--- src/rtl/pipe_hazard_ctrl.sv ---
// Stall/flush sequencer for the 5-stage pipeline: mem-wait > taken branch > load-use.
// Optional perf counters (o_stall_cnt/o_flush_cnt) under PIPE_HAZARD_PERF_CNT_EN.
module pipe_hazard_ctrl #(
  parameter int LOAD_STALL_CYCLES = 1,
  parameter int CNT_W             = 3
) (
  input  logic       i_clk,
  input  logic       i_rst_n,
  input  logic [4:0] i_id_rs,
  input  logic [4:0] i_id_rt,
  input  logic       i_id_uses_rt,
  input  logic [4:0] i_ex_rt,
  input  logic       i_ex_mem_read,
  input  logic       i_branch_taken,
  input  logic       i_mem_req,
  input  logic       i_mem_ready,
  output logic       o_pc_en,
  output logic       o_ifid_en,
  output logic       o_ifid_flush,
  output logic       o_idex_en,
  output logic       o_idex_flush,
  output logic       o_exmem_en,
  output logic       o_memwb_en,
  output logic       o_memwb_bubble,
  output logic [1:0] o_state
`ifdef PIPE_HAZARD_PERF_CNT_EN
  ,
  output logic [31:0] o_stall_cnt,
  output logic [31:0] o_flush_cnt
`endif
);

  typedef enum logic [1:0] {
    ST_RUN        = 2'd0,
    ST_LOAD_STALL = 2'd1,
    ST_MEM_WAIT   = 2'd2,
    ST_UNUSED     = 2'd3
  } state_e;

  typedef enum logic [1:0] {
    CS_NORMAL,
    CS_FREEZE,
    CS_BRFLUSH,
    CS_LDSTALL
  } ctl_set_e;

  localparam logic [CNT_W-1:0] LOAD_CNT = CNT_W'(LOAD_STALL_CYCLES - 1);
  localparam logic [CNT_W-1:0] CNT_ONE  = CNT_W'(1);

  state_e           state_q, state_d;
  logic [CNT_W-1:0] cnt_q, cnt_d;
  ctl_set_e         cset;
  logic             hz, mw, eval_run;

  assign hz = i_ex_mem_read && (i_ex_rt != 5'd0) &&
              ((i_ex_rt == i_id_rs) || (i_id_uses_rt && (i_ex_rt == i_id_rt)));
  assign mw = i_mem_req && !i_mem_ready;

  always_comb begin
    state_d  = state_q;
    cnt_d    = cnt_q;
    cset     = CS_NORMAL;
    eval_run = 1'b0;
    case (state_q)
      ST_LOAD_STALL: begin
        if (mw) begin
          cset    = CS_FREEZE;
          state_d = ST_MEM_WAIT;
        end else begin
          cset    = CS_LDSTALL;
          if (cnt_q != '0) cnt_d = cnt_q - CNT_ONE;
          state_d = (cnt_q > CNT_ONE) ? ST_LOAD_STALL : ST_RUN;
        end
      end
      ST_MEM_WAIT: begin
        if (mw) begin
          cset = CS_FREEZE;
        end else if (cnt_q != '0) begin
          // resume a load stall that the memory wait interrupted
          cset    = CS_LDSTALL;
          cnt_d   = cnt_q - CNT_ONE;
          state_d = (cnt_q > CNT_ONE) ? ST_LOAD_STALL : ST_RUN;
        end else begin
          eval_run = 1'b1;
        end
      end
      default: begin
        if (mw) begin
          cset    = CS_FREEZE;
          state_d = ST_MEM_WAIT;
        end else begin
          eval_run = 1'b1;
        end
      end
    endcase

    // branch beats load-use: the dependent ID instruction is being discarded anyway
    if (eval_run) begin
      state_d = ST_RUN;
      if (i_branch_taken) begin
        cset = CS_BRFLUSH;
      end else if (hz) begin
        cset    = CS_LDSTALL;
        cnt_d   = LOAD_CNT;
        state_d = (LOAD_STALL_CYCLES > 1) ? ST_LOAD_STALL : ST_RUN;
      end
    end
  end

  always_ff @(posedge i_clk or negedge i_rst_n) begin
    if (!i_rst_n) begin
      state_q <= ST_RUN;
      cnt_q   <= '0;
    end else begin
      state_q <= state_d;
      cnt_q   <= cnt_d;
    end
  end

  always_comb begin
    o_pc_en        = 1'b0;
    o_ifid_en      = 1'b0;
    o_ifid_flush   = 1'b0;
    o_idex_en      = 1'b0;
    o_idex_flush   = 1'b0;
    o_exmem_en     = 1'b0;
    o_memwb_en     = 1'b0;
    o_memwb_bubble = 1'b0;
    if (i_rst_n) begin
      case (cset)
        CS_FREEZE: begin
          o_memwb_en     = 1'b1;
          o_memwb_bubble = 1'b1;
        end
        CS_BRFLUSH: begin
          o_pc_en      = 1'b1;
          o_ifid_en    = 1'b1;
          o_ifid_flush = 1'b1;
          o_idex_en    = 1'b1;
          o_idex_flush = 1'b1;
          o_exmem_en   = 1'b1;
          o_memwb_en   = 1'b1;
        end
        CS_LDSTALL: begin
          o_idex_en    = 1'b1;
          o_idex_flush = 1'b1;
          o_exmem_en   = 1'b1;
          o_memwb_en   = 1'b1;
        end
        default: begin
          o_pc_en    = 1'b1;
          o_ifid_en  = 1'b1;
          o_idex_en  = 1'b1;
          o_exmem_en = 1'b1;
          o_memwb_en = 1'b1;
        end
      endcase
    end
  end

  assign o_state = state_q;

`ifdef PIPE_HAZARD_PERF_CNT_EN
  logic [31:0] stall_cnt_q, stall_cnt_d, flush_cnt_q, flush_cnt_d;

  always_comb begin
    stall_cnt_d = stall_cnt_q;
    flush_cnt_d = flush_cnt_q;
    if (!o_pc_en && (stall_cnt_q != 32'hFFFF_FFFF)) stall_cnt_d = stall_cnt_q + 32'd1;
    if (o_ifid_flush && (flush_cnt_q != 32'hFFFF_FFFF)) flush_cnt_d = flush_cnt_q + 32'd1;
  end

  always_ff @(posedge i_clk or negedge i_rst_n) begin
    if (!i_rst_n) begin
      stall_cnt_q <= '0;
      flush_cnt_q <= '0;
    end else begin
      stall_cnt_q <= stall_cnt_d;
      flush_cnt_q <= flush_cnt_d;
    end
  end

  assign o_stall_cnt = stall_cnt_q;
  assign o_flush_cnt = flush_cnt_q;
`endif

endmodule

--- config.mk ---
export PLATFORM = sky130hd
export DESIGN_NAME = pipe_hazard_ctrl
export DESIGN_NICKNAME = d
export VERILOG_FILES = /design/src/rtl/pipe_hazard_ctrl.sv
export SDC_FILE = /design/constraint.sdc
export NUM_CORES = 1
export LEC_CHECK = 0
export CAP_MARGIN = 20
export CORE_MARGIN = 2
export CORE_UTILIZATION = 35
export CTS_CLUSTER_SIZE = 24
export DETAILED_ROUTE_END_ITERATION = 10
export PLACE_DENSITY = 0.71
export SYNTH_ARGS = -nofsm -noshare
export SYNTH_HDL_FRONTEND = slang
export SYNTH_SLANG_ARGS = --single-unit
--- constraint.sdc ---
create_clock -name i_clk -period 2.25 [get_ports i_clk]
set_clock_uncertainty 0.15 [all_clocks]
set_input_delay 0.5625 -clock i_clk [delete_from_list [all_inputs] [get_ports i_clk]]
set_output_delay 0.5625 -clock i_clk [all_outputs]
set_load 0.01 [all_outputs]
==> run_results.csv, run 1 <==
group,metric,value,unit
power,power.leakage,0.637,nW
clock_tree,clk_transition_reported_paths,40,ps
timing,hold_ws,255,ps
final_layout,stdcell_count,165,
grt,grtUsageTotal,23.3,%
routing,avgRoutedWirePerCell,13.6,um
placement,dpl_cell_area,1200,um2
timing,worst_slew_pin_slew,235,ps
synthesis,syn_nets,103,
timing,maxSlewHeadroom,84.2,%
worst_setup_path,endpoint_kind,"output port",
synthesis,ys_ff_latch,5,
worst_setup_path,critPathLaunchType,"flop",
final_layout,area_delta_synth_final,115,%
synthesis,yosys_warnings,0,
synthesis,syn_area,617,um2
routing,wl,2.25,mm
worst_setup_path,r2r_slack,440,ps
synthesis,synth_cells,76,
routing,drt-pass1-iter-count,4,
routing,highest_layer,"met4",
final_layout,design_area,1320,um2
job,drv_cap,0,
synthesis,ys_types,30,
worst_setup_path,cp.required,1540,ps
final_layout,fill_cells,130,
worst_setup_path,crit_path_start,"cnt_q[0]",
timing,hold_viol,0,
timing,finalMaxSlewViolations,0,
grt,grt_max_degree,8,
placement,place.gp.congestion,0.864,
floorplan,die_h,46.0,um
synthesis,synth_ff_type,"dfrtp_1",
power,power,1.71,mW
final_layout,nets,176,
clock_tree,cts_sinks,5,
floorplan,die-area,2110,um2
floorplan,ios,32,
final_layout,final_core_util,78.4,%
floorplan,start_util,36.5,%
power,power_density,1290,nW/um2
timing,tns,-1900,ps
placement,pre_cts_ws,-1010,ps
outcome,violations,"negative setup slack",
power,worst_ir_drop_vdd,683,uV
clock_tree,cts_buffer_depth,2,
routing,drt_iter0_drc,11,
routing,ant_nets,0,
timing,rsz0062_at_grt,"yes",
clock_tree,cts_root_buf,"clkbuf_4",
clock_tree,clk_latency,260,ps
synthesis,synth-edff-count,0,
clock_tree,cts_buffers,3,
synthesis,ys_seq_area_share,20.3,%
worst_setup_path,reg2reg_depth,9,
routing,num_vias,855,
worst_setup_path,crit_arrival,1900,ps
grt,grt_pass1_wl,3.31,mm
timing,setup_viol,7,
placement,portBuffers,31,
clock_tree,cts_tree,"yes",
synthesis,syn_area_per_cell,8.12,um2
floorplan,coreArea,1690,um2
grt,antenna_found_initial,0,
routing,met2_length,1.27,mm
worst_setup_path,path_class,"flop to output port",
timing,period_share,116,%
grt,overflow,0,
final_layout,diodes,0,
routing,wl_met1,741,um
routing,viasPerCell,5.18,
worst_setup_path,critical_path.max_fanout,3,
synthesis,synthArstFlopShare,100,%
timing,layout_min_cycle_time,2610,ps
final_layout,drive_gt1_share,51.4,%
floorplan,die_w,46.0,um
routing,route.met3.wl,142,um
outcome,status,"complete, but fails checks",
worst_setup_path,r2r-end,"cnt_q[2]",
placement,place_hpwl,1.70,mm
placement,dp_cells,153,
grt,first_global_vias,850,
timing,fmax,0.383,GHz
timing,finalWorstSetupSlack,-362,ps
clock_tree,cts.htree.levels,1,
worst_hold_path,hp-class,"input port to async pin",
routing,drcViolationCount,0,
worst_setup_path,reg2reg_from,"cnt_q[0]",
floorplan,std_cell_rows,15,
-- cells in the final DEF, fill, tap and decap left out, drive strengths merged --
| cell type | n |
|---|---|
| a211oi | 1 |
| a21boi | 1 |
| a21oi | 7 |
| a221oi | 1 |
| and3 | 1 |
| and3b | 1 |
| buf | 52 |
| clkbuf | 4 |
| clkdlybuf4s15 | 1 |
| clkdlybuf4s50 | 9 |
| dfrtp | 5 |
| dlygate4sd2 | 10 |
| dlymetal6s2s | 1 |
| ha | 5 |
| inv | 6 |
| mux2i | 2 |
| nand2 | 3 |
| nand2b | 1 |
| nand3 | 2 |
| nand4 | 1 |
| nor2 | 5 |
| nor2b | 3 |
| nor3 | 4 |
| nor3b | 1 |
| o21ai | 4 |
| o221ai | 1 |
| o22a | 1 |
| o22ai | 2 |
| o2bb2ai | 1 |
| or4 | 1 |
| xnor2 | 11 |
-- logic make-up (layout without fill, tap and decap cells) --
kind of cell | after synthesis | in the layout | synth area share (%)
AO/OA/AOI/OAI | 19 | 19 | 21.1
XOR/XNOR | 11 | 11 | 15.6
multiplexers | 2 | 2 | 3.25
AND/OR/NAND/NOR | 23 | 23 | 21.1
adder cells (fa/ha/maj) | 5 | 5 | 10.1
flip-flops | 5 | 5 | 20.3
buffers and inverters | 11 | 83 | 8.52
-- synthesized netlist by cell type (all sizes together), types with 2 or more instances --
| master | instances | share of area (%) |
|---|---|---|
| ha | 5 | 10 |
| nor2b | 3 | 3.0 |
| dfrtp | 5 | 20 |
| buf | 3 | 3.7 |
| nand2 | 3 | 1.8 |
| nor2 | 5 | 3.0 |
| nand3 | 2 | 1.6 |
| clkbuf | 2 | 1.2 |
| inv | 6 | 3.7 |
| mux2i | 2 | 3.2 |
| o21ai | 4 | 4.5 |
| nor3 | 4 | 4.1 |
| o22ai | 2 | 2.0 |
| a21oi | 7 | 5.7 |
| xnor2 | 11 | 16 |
-- power breakdown --
part	switching (mW)	total, mW	internal (mW)
combinational	0.603	1.43	0.830
sequential	0.0313	0.170	0.138
clock	0.0430	0.110	0.0674
total	0.678	1.71	1.04
-- layer usage --
metal  vias up  global-route usage (%)
li1        406                       -
met1       396                    19.8
met2        43                    45.6
met3        10                    7.94
met4         0                    12.6
met5         -                       0
-- repair_timing --
| item | CTS | global route |
|---|---|---|
| setup buffers | 6 | 2 |
| endpoints found under the setup margin | 8 | 8 |
| resized for setup | 69 | 7 |
| pin swaps | 16 | 4 |
| hold buffers | 0 | 0 |
| gates cloned | 0 | 0 |
-- cell type report --
class                      instances  area, um2  share of cell area (%)
timing repair buffer              73        598                    45.2
multi-input combinational         60        531                    40.1
tap                               17       21.3                    1.61
inverter                           6       22.5                    1.70
clock buffer                       4       26.3                    1.98
sequential                         5        125                    9.45
-- how the worst max path moves through the flow --
stage | to | slack [ps] | cells past startpoint
floorplan | o_pc_en | -220 | 5
global placement | o_pc_en | -980 | 6
detailed placement | o_pc_en | -1010 | 6
CTS | o_pc_en | -320 | 6
global route | o_idex_en | -440 | 9
finish | o_idex_en | -360 | 9
-- state kept, by name, indices dropped and copies added (netlist names) --
signal	flops
o_state	2
cnt_q	3
-- worst max-delay path: stages (launching register included) --
cell	delay (ps)
dfrtp_1	380
inv_2	90
ha_4	140
nor2b_1	210
a21oi_1	100
o22a_1	190
buf_6	130
buf_6	110
a21oi_4	170
buf_6	130
Power figures use the tool's default switching activity.
==> inputs of run 2 (changes only) <==
CORE_UTILIZATION = 41   (was 35)
PLACE_DENSITY = 0.79   (was 0.71)
clock period = 3.3 ns   (was 2.25 ns; I/O delays follow)
==> run_results.csv, run 2 (synthesized netlist as in run 1, its figures left out) <==
group,metric,value,unit
clock_tree,cts.htree.levels,1,
worst_setup_path,cp.required,2320,ps
placement,place.gp.congestion,0.866,
floorplan,ios,32,
worst_setup_path,critPathMaxStageDelay,550,ps
outcome,status,"completed",
power,power_density,718,nW/um2
routing,drt-pass1-iter-count,4,
grt,overflow,0,
timing,worst_slew_pin_slew,365,ps
timing,finalWorstSetupSlack,76.4,ps
power,power.leakage,0.493,nW
final_layout,multi_input_area,459,um2
grt,grtUsageTotal,22.3,%
final_layout,largest_reg_flops,3,
grt,grt_max_degree,9,
worst_setup_path,critical_path.max_fanout,2,
routing,viasPerCell,5.14,
worst_setup_path,cpMaxStageDelayCell,"or4_4",
worst_setup_path,r2r_slack,1360,ps
floorplan,start_util,45.7,%
placement,pre_cts_ws,-525,ps
final_layout,max_flop_register,"cnt_q",
timing,hold_viol,0,
job,drv_cap,0,
clock_tree,cts_buffer_depth,2,
floorplan,coreArea,1350,um2
placement,place_hpwl,1.49,mm
final_layout,area_delta_synth_final,73.8,%
timing,maxSlewHeadroom,75.5,%
grt,grt_pass1_wl,2.98,mm
final_layout,fill_cells,106,
clock_tree,clk_transition_reported_paths,40,ps
grt,antenna_found_initial,0,
worst_setup_path,endpoint_kind,"output port",
clock_tree,cts_sinks,5,
timing,setup_viol,0,
worst_setup_path,crit_arrival,2250,ps
grt,first_global_vias,739,
timing,tns,0,ps
timing,rsz0062_at_grt,"no",
timing,layout_min_cycle_time,3220,ps
clock_tree,cts_root_buf,"clkbuf_4",
routing,drcViolationCount,0,
final_layout,nets,152,
routing,avgRoutedWirePerCell,13.1,um
placement,portBuffers,31,
worst_setup_path,path_cells,"dlygate4sd2_1, or4_4, o21ai_4, nor3_2, a211oi_2, buf_2",
worst_setup_path,crit_family,"simple AND/OR/NAND/NOR gates",
final_layout,seq_area,125,um2
final_layout,mostFrequentLayoutCells,"clkdlybuf4s50_1, buf_4, xnor2_1",
final_layout,design_area,1070,um2
routing,num_vias,714,
worst_setup_path,worst-path-buf-inv,2,
worst_setup_path,critPathLaunchType,"input port",
floorplan,die-area,1830,um2
worst_setup_path,path_class,"input port to output port",
clock_tree,cts_tree,"yes",
clock_tree,ctsHoldBuffers,0,
final_layout,drive_gt1_share,25.8,%
final_layout,diodes,0,
timing,finalMaxSlewViolations,0,
placement,dpl_cell_area,1040,um2
clock_tree,cts_buffers,3,
final_layout,final_common_cell,"clkdlybuf4s50_1",
power,worst_ir_drop_vdd,520,uV
worst_hold_path,hp-class,"flop to flop",
clock_tree,clk_latency,240,ps
timing,period_share,97.7,%
timing,fmax,0.310,GHz
floorplan,die_h,42.8,um
routing,wl,1.83,mm
floorplan,std_cell_rows,13,
floorplan,die_w,42.8,um
routing,drt_iter0_drc,2,
routing,ant_nets,0,
run 2: cell types whose count changed in the layout (fill, tap and decap cells not counted), moves of 2 or more:
cell             before  now
buf_6                 6    0
dlygate4sd2_1        10    8
buf_2                 6    2
ha_1                  3    5
buf_4                40   18
a21oi_1               5    7
inv_2                 4    0
clkdlybuf4s50_1       9   20
ha_4                  2    0
inv_1                 2    6
run 2: through the flow:
stage          hold WS [ps]  power [mW]  util (%)  instances
2_1_floorplan           379       0.471         -         76
3_3_place_gp            395       0.680      76.7        133
4_1_cts                 418       0.766      79.0        139
3_5_place_dp            404       0.701      76.7        133
6_report                411       0.770      79.4        139
5_1_grt                 469       0.840      79.4        139
run 2: where the power goes:
| part | leakage (nW) | switching, mW | internal, mW |
|---|---|---|---|
| registers | 0.0611 | 0.0251 | 0.0943 |
| logic | 0.417 | 0.291 | 0.290 |
| clock network | 0.0150 | 0.0239 | 0.0456 |
| total | 0.493 | 0.340 | 0.430 |
run 2: final timing paths:
kind                       startpoint  depth (start not counted)         end
setup / recovery           i_ex_rt[1]                          6   o_ifid_en
hold / removal             o_state[0]                          2  o_state[0]
setup reg to reg           o_state[0]                          5    cnt_q[1]
hold reg to reg            o_state[0]                          2  o_state[0]
max in group asynchronous     i_rst_n                          2  o_state[1]
min in group asynchronous     i_rst_n                          2    cnt_q[2]
run 2: worst min-delay path, delay by kind of cell (launching register included):
kind,cells,cell delay [ps]
DFF,1,380
and+or+nand+nor,2,140
run 2: area by class of cell:
| type | instances | area share [%] |
|---|---|---|
| multi-input cells | 60 | 42.8 |
| repair buffers | 49 | 39.2 |
| flip-flops and latches | 5 | 11.7 |
| clock buffers | 4 | 2.45 |
| inverters | 6 | 2.10 |
| well taps | 15 | 1.75 |
run 2: timing repair:
| item | in CTS | in global routing |
|---|---|---|
| buffers inserted | 2 | 0 |
| resized for setup | 19 | 4 |
| cloned | 0 | 0 |
| setup endpoints to repair | 7 | 3 |
| pin swaps | 5 | 0 |
| endpoints found under the hold margin | 0 | 0 |
run 2: metal layers:
metal,global-route usage [%],part of all wire (%),vias up
met1,23.4,42,316
met2,38.5,48,32
met5,0,0,-
met4,10.6,2.4,0
li1,-,-,359
met3,8.51,7.8,7
==> inputs of run 3 (changes only) <==
CAP_MARGIN = unset   (was 20)
CTS_CLUSTER_SIZE = 20   (was 24)
==> results of run 3 <==
Final layout, timing and power as in run 2 (identical DEF).
